$ cat src/rtl/mem_stage.sv
// mem_stage: pipeline memory-access stage between EX and WB.
// Ports: clk, reset (async, active-low); EX handshake left_valid/left_ready with
//   ex_* instruction fields; data_* memory request/response bus; WB handshake
//   right_valid/right_ready with ms_* result fields.
module mem_stage #(
    parameter logic [31:0] RESET_PC = 32'h1c000000
) (
    input  logic        clk,
    input  logic        reset,
    input  logic        flush,
    input  logic        left_valid,
    output logic        left_ready,
    input  logic [31:0] ex_pc,
    input  logic [4:0]  ex_wreg_index,
    input  logic        ex_wreg_en,
    input  logic [31:0] ex_alu_result,
    input  logic [31:0] ex_store_data,
    input  logic        ex_mem_en,
    input  logic [3:0]  ex_mem_op,
    input  logic        ex_excp,
    output logic        data_req,
    output logic        data_wr,
    output logic [1:0]  data_size,
    output logic [31:0] data_addr,
    output logic [3:0]  data_wstrb,
    output logic [31:0] data_wdata,
    input  logic        data_addr_ok,
    input  logic        data_data_ok,
    input  logic [31:0] data_rdata,
    output logic        right_valid,
    input  logic        right_ready,
    output logic [31:0] ms_pc,
    output logic [31:0] ms_result,
    output logic [4:0]  ms_wreg_index,
    output logic        ms_wreg_en,
    output logic        ms_excp,
    output logic        ms_ale,
    output logic [31:0] ms_badv
);

    typedef enum logic [2:0] {
        S_IDLE, S_REQ, S_WAIT, S_HOLD, S_DRAIN
    } state_t;

    state_t r_state;
    state_t w_next;

    logic [31:0] r_pc;
    logic [4:0]  r_wreg_index;
    logic        r_wreg_en;
    logic [31:0] r_addr;
    logic [31:0] r_sdata;
    logic [3:0]  r_mem_op;
    logic        r_excp;
    logic        r_ale;
    logic [31:0] r_badv;
    logic [31:0] r_result;

    logic        w_accept;
    logic        w_ale;
    logic        w_to_req;
    logic [1:0]  w_off;
    logic        w_sz_b;
    logic        w_sz_h;
    logic [7:0]  w_byte;
    logic [15:0] w_half;
    logic [31:0] w_load;
    logic [3:0]  w_strb;
    logic [31:0] w_wdata;

    assign w_accept = left_valid & left_ready;
    assign w_ale = ex_mem_en &
        ((ex_mem_op[3:2] == 2'b01 & ex_alu_result[0]) |
         (ex_mem_op[3:2] == 2'b10 & (|ex_alu_result[1:0])));
    assign w_to_req = ex_mem_en & ~ex_excp & ~w_ale;

    assign w_off  = r_addr[1:0];
    assign w_sz_b = (r_mem_op[3:2] == 2'b00);
    assign w_sz_h = (r_mem_op[3:2] == 2'b01);

    // Load extraction, store strobes and lane replication
    always_comb begin
        w_byte = data_rdata[7:0];
        unique case (w_off)
            2'd0: w_byte = data_rdata[7:0];
            2'd1: w_byte = data_rdata[15:8];
            2'd2: w_byte = data_rdata[23:16];
            2'd3: w_byte = data_rdata[31:24];
            default: w_byte = data_rdata[7:0];
        endcase
        w_half  = w_off[1] ? data_rdata[31:16] : data_rdata[15:0];
        w_load  = data_rdata;
        w_strb  = 4'b1111;
        w_wdata = r_sdata;
        unique case (1'b1)
            w_sz_b: begin
                w_load  = {{24{w_byte[7] & ~r_mem_op[0]}}, w_byte};
                w_strb  = 4'b0001 << w_off;
                w_wdata = {4{r_sdata[7:0]}};
            end
            w_sz_h: begin
                w_load  = {{16{w_half[15] & ~r_mem_op[0]}}, w_half};
                w_strb  = 4'b0011 << w_off;
                w_wdata = {2{r_sdata[15:0]}};
            end
            default: ;
        endcase
    end

    always_ff @(posedge clk or negedge reset) begin
        if (!reset) r_state <= S_IDLE;
        else        r_state <= w_next;
    end

    always_comb begin
        w_next = r_state;
        unique case (r_state)
            S_IDLE: begin
                if (w_accept) w_next = w_to_req ? S_REQ : S_HOLD;
            end
            S_REQ: begin
                if (flush)             w_next = data_addr_ok ? S_DRAIN : S_IDLE;
                else if (data_addr_ok) w_next = S_WAIT;
            end
            S_WAIT: begin
                if (flush)             w_next = data_data_ok ? S_IDLE : S_DRAIN;
                else if (data_data_ok) w_next = S_HOLD;
            end
            S_HOLD: begin
                if (flush)            w_next = S_IDLE;
                else if (w_accept)    w_next = w_to_req ? S_REQ : S_HOLD;
                else if (right_ready) w_next = S_IDLE;
            end
            S_DRAIN: begin
                // The orphaned response must be swallowed before reuse
                if (data_data_ok) w_next = S_IDLE;
            end
            default: w_next = S_IDLE;
        endcase
    end

    always_comb begin
        left_ready  = 1'b0;
        data_req    = 1'b0;
        right_valid = 1'b0;
        data_wstrb  = 4'b0000;
        unique case (r_state)
            S_IDLE:  left_ready = reset & ~flush;
            S_REQ: begin
                data_req   = 1'b1;
                data_wstrb = r_mem_op[1] ? w_strb : 4'b0000;
            end
            S_HOLD: begin
                right_valid = 1'b1;
                left_ready  = reset & ~flush & right_ready;
            end
            default: ;
        endcase
    end

    always_ff @(posedge clk or negedge reset) begin
        if (!reset) begin
            r_pc         <= RESET_PC;
            r_wreg_index <= 5'd0;
            r_wreg_en    <= 1'b0;
            r_addr       <= 32'd0;
            r_sdata      <= 32'd0;
            r_mem_op     <= 4'd0;
            r_excp       <= 1'b0;
            r_ale        <= 1'b0;
            r_badv       <= 32'd0;
            r_result     <= 32'd0;
        end else if (w_accept) begin
            r_pc         <= ex_pc;
            r_wreg_index <= ex_wreg_index;
            r_wreg_en    <= ex_wreg_en;
            r_addr       <= ex_alu_result;
            r_sdata      <= ex_store_data;
            r_mem_op     <= ex_mem_op;
            r_excp       <= ex_excp | w_ale;
            r_ale        <= w_ale;
            r_badv       <= w_ale ? ex_alu_result : 32'd0;
            r_result     <= ex_alu_result;
        end else if (r_state == S_WAIT && data_data_ok && !flush) begin
            r_result <= r_mem_op[1] ? 32'd0 : w_load;
        end
    end

    assign data_wr       = r_mem_op[1];
    assign data_size     = r_mem_op[3:2];
    assign data_addr     = r_addr;
    assign data_wdata    = w_wdata;
    assign ms_pc         = r_pc;
    assign ms_result     = r_result;
    assign ms_wreg_index = r_wreg_index;
    assign ms_wreg_en    = r_wreg_en;
    assign ms_excp       = r_excp;
    assign ms_ale        = r_ale;
    assign ms_badv       = r_badv;

endmodule

$ cat config.mk
export PLATFORM = sky130hd
export DESIGN_NAME = mem_stage
export DESIGN_NICKNAME = d
export VERILOG_FILES = /design/src/rtl/mem_stage.sv
export SDC_FILE = /design/constraint.sdc
export NUM_CORES = 1
export LEC_CHECK = 0
export ABC_CLOCK_PERIOD_IN_PS = 2000
export CAP_MARGIN = 20
export CORE_AREA = 2 2 145 147
export DETAILED_ROUTE_END_ITERATION = 12
export DIE_AREA = 0 0 147 149
export GPL_TIMING_DRIVEN = 1
export HOLD_SLACK_MARGIN = 0.12
export PLACE_DENSITY = 0.8
export SLEW_MARGIN = 20
export SYNTH_ARGS = -nofsm -noshare
export SYNTH_HDL_FRONTEND = slang
export SYNTH_SLANG_ARGS = --single-unit
$ cat constraint.sdc
create_clock -name clk -period 2 [get_ports clk]
set_input_delay 0.3 -clock clk [delete_from_list [all_inputs] [get_ports clk]]
set_output_delay 0.3 -clock clk [all_outputs]
set_load 0.02 [all_outputs]
==> metrics.md <==
| Metric | Value |
|---|---|
| Commonest non-fill, non-tap cell in the layout | nand2_1 |
| # IOs | 325 |
| Final hold violation count | 0 |
| Final Max Tran Viols | 0 |
| Power density over the cells | about 1600 nW/um2 |
| Yosys warns | 0 |
| Vias in the first global route | around 7500 |
| DRC viols | 0 |
| Final net count | ~1300 |
| Worst-Skew Late Latency | 0.42 ns |
| Worst clock skew | ~0.0070 ns |
| Post-synth EDFFs | 0 |
| Finished Core Util | around three fifths |
| Clk sinks | around 180 |
| Clock-pin slew on the worst setup and hold paths | roughly 0.07 ns |
| Routed len/inst | around 19 um |
| Die ar. | ~22000 um2 |
| Critical Path Sink Type | primary output |
| Failing checks | setup timing |
| Post-synthesis register bit count | 175 |
| Row cnt | 53 |
| Synthesized area | 7845 um2 |
| CP max FO | 20 |
| Ys flop type | dfrtp_1 |
| Most frequent CP cell | buf_12 |
| Detailed placement HPWL | between 20000 and 25000 um |
| # fillers | 1743 |
| TritonCTS clock tree | yes |
| Setup crit start kind | register |
| DRT iter0 DRCs | between 400 and 500 |
| Number of cells produced by synthesis | 832 |
| Period minus WS final | between 2 and 2.5 ns |
| Sequential area share after synthesis | a little under three fifths |
| Final period util | 101.9% |
| Post-route setup slack | -0.03735 ns |
| Largest net degree at the start of global routing | roughly 180 |
| Critical Path AT | approximately 1.7 ns |
| Number of antenna-violating nets in the routed design | 0 |
| # Max-Cap Violations | 0 |
| Starting density of the core | a little under two fifths |
| Hold crit path type | in -> async |
| Maximum vdd drop | roughly 0.82 mV |
| I/O Buffers | 324 |
| Die Ht | 149 um |
| Count of different cell masters after synthesis | 54 |
| Worst slew margin | approximately 30% |
| Most frequent cells in the layout | nand2_1 (330), clkdlybuf4s50_1 (288), dfrtp_1 (169), buf_4 (47), a22o_1 (32) |
| Clock Tree Root | clkbuf_16 |
| Pwr Total | a little under 20 mW |
| Worst path cell trace | buf_4 -> inv_2 -> buf_12 -> a31oi_4 -> buf_12 |
| Vias per cell | 5.085 |
| Synthesized Nets | around 980 |
| Post-synthesis average cell area | around 9.4 um2 |
| Post-synth ARST share | between 90% and 100% |
| Synthesis-to-layout area growth | 59.74% |
| GRT Resource Usage Total | around 25% |
| Crit path kind | reg -> out |
| Ratio of cells with drive above 1 in the final layout | between 10% and 20% |
| Inserted Clock Buffers | 17 |
| Grt ovf | 0 |
| Routed via count | around 7500 |
| Critical Path Max Stage Delay | 0.42 ns |
| Final setup fails | 4 |
| Worst-Margin Slew | 1.051 ns |
| Core Region | 20560 um2 |
| Final wirelength | around 28000 um |
| CP max stage cell | dfrtp_2 |
| Unrepaired setup endpoints after global routing | yes |
| Placer Congestion | 0.8293 |
| Outcome | finished, violations left |
| H-tree levels | 4 |
| F_max | 490.8 MHz |
| CP required | 1.70 ns |
| Leakage | around 5.9 nW |
| Drt pass-1 iters | 5 |
| Initial antenna violation count | 2 |
| Global-route wire length before repair | 42230 um |
| Clock buffer depth | 2 |
| Die width | between 100 and 150 um |
[final cells by class]
class,instances,area [um2],area share (%)
multi-input cells,563,3217,25.67
well taps,275,344.1,2.746
flip-flops and latches,175,4387,35.00
clock inverters,12,123.9,0.9884
inverters,29,108.9,0.8686
diodes,1,2.502,0.01997
repair buffers,392,3892,31.06
clock buffers,20,456.7,3.644
[path summary, 6_finish.rpt]
path,from,endpoint,depth (start not counted),slack (ns)
hold reg to reg,ms_pc[26],ms_pc[26],2,0.46
min in group clk,ex_pc[27],ms_pc[27],3,0.38
hold / removal,reset,data_addr[7],3,0.16
setup / recovery,r_mem_op[3],data_wstrb[2],5,-0.04
max in group asynchronous,reset,r_mem_op[3],3,0.95
setup reg to reg,r_state[2],ms_result[9],5,-0.01
[per-stage QoR]
step / worst slack [ns] / cell area (um2) / cells / hold slack, ns / TNS (ns)
6_report: -0.03735 / 12530 / 1467 / 0.1564 / -0.1011
3_3_place_gp: -0.4427 / 11690 / 1421 / 0.4464 / -42.50
2_1_floorplan: -0.02225 / 7846 / 832 / 0.004409 / -0.02225
5_1_grt: -0.1230 / 12530 / 1466 / 0.3366 / -0.9095
3_5_place_dp: -0.4907 / 11690 / 1421 / 0.4492 / -48.16
4_1_cts: -0.1269 / 12440 / 1458 / 0.3096 / -0.6672
[metal layers]
| layer | global-route usage [%] | wire length [um] |
|---|---|---|
| met1 | 30.73 | 10920 |
| met2 | 42.65 | 13520 |
| met3 | 7.737 | 2574 |
| met4 | 7.115 | 544 |
| met5 | 0 | 17 |
[synthesized netlist by cell type (all sizes together), types with 2 or more instances]
library cell	number	share of area, %
a21oi	21	1.4
a21o	3	0.29
a221o	9	1.2
a211o	7	0.78
nand3	8	0.51
nand2b	4	0.32
nor2	31	1.5
o21ai	14	0.89
dfrtp	172	55
nor2b	4	0.32
nor3b	3	0.29
and2	2	0.16
clkbuf	33	1.6
a22oi	2	0.19
a221oi	10	1.2
o21a	2	0.19
or3b	2	0.22
a22o	32	3.6
a31oi	2	0.16
o211ai	6	0.64
o32ai	7	0.78
mux2i	9	1.1
buf	33	2.5
o221ai	10	1.8
dfstp	3	1.0
mux2	25	3.6
inv	29	1.4
nand2	334	16
[cells by family after synthesis]
group / synth area share [%]
mux: 4.737
compound gates: 13.73
flops: 55.87
simple gates: 20.19
buf+inv: 5.470
[power by group]
part	internal (mW)	switching, mW
logic	4.88	5.40
clock network	1.81	1.48
registers	5.11	1.11
total	11.8	7.99
[registers in the layout, summed over array words and instances, names as in the netlist]
register       cells
data_addr         32
ms_badv           32
ms_pc             32
ms_result         32
r_sdata           32
ms_wreg_index      5
r_mem_op           4
r_state            3
ms_ale             1
ms_excp            1
ms_wreg_en         1
[critical path: cells and delay by family (launching register included)]
family | cells | cell delay (ns)
buffers and inverters | 4 | 0.72
DFF | 1 | 0.42
AOI/OAI and AO/OA | 1 | 0.15
[repair_timing]
action / in CTS / in global routing
hold buffers: 0 / 0
pin swaps: 2 / 7
endpoints found under the setup margin: 128 / 88
buffers inserted: 4 / 6
cloned: 1 / 3
gates resized for setup: 90 / 46
Power figures use the tool's default switching activity.
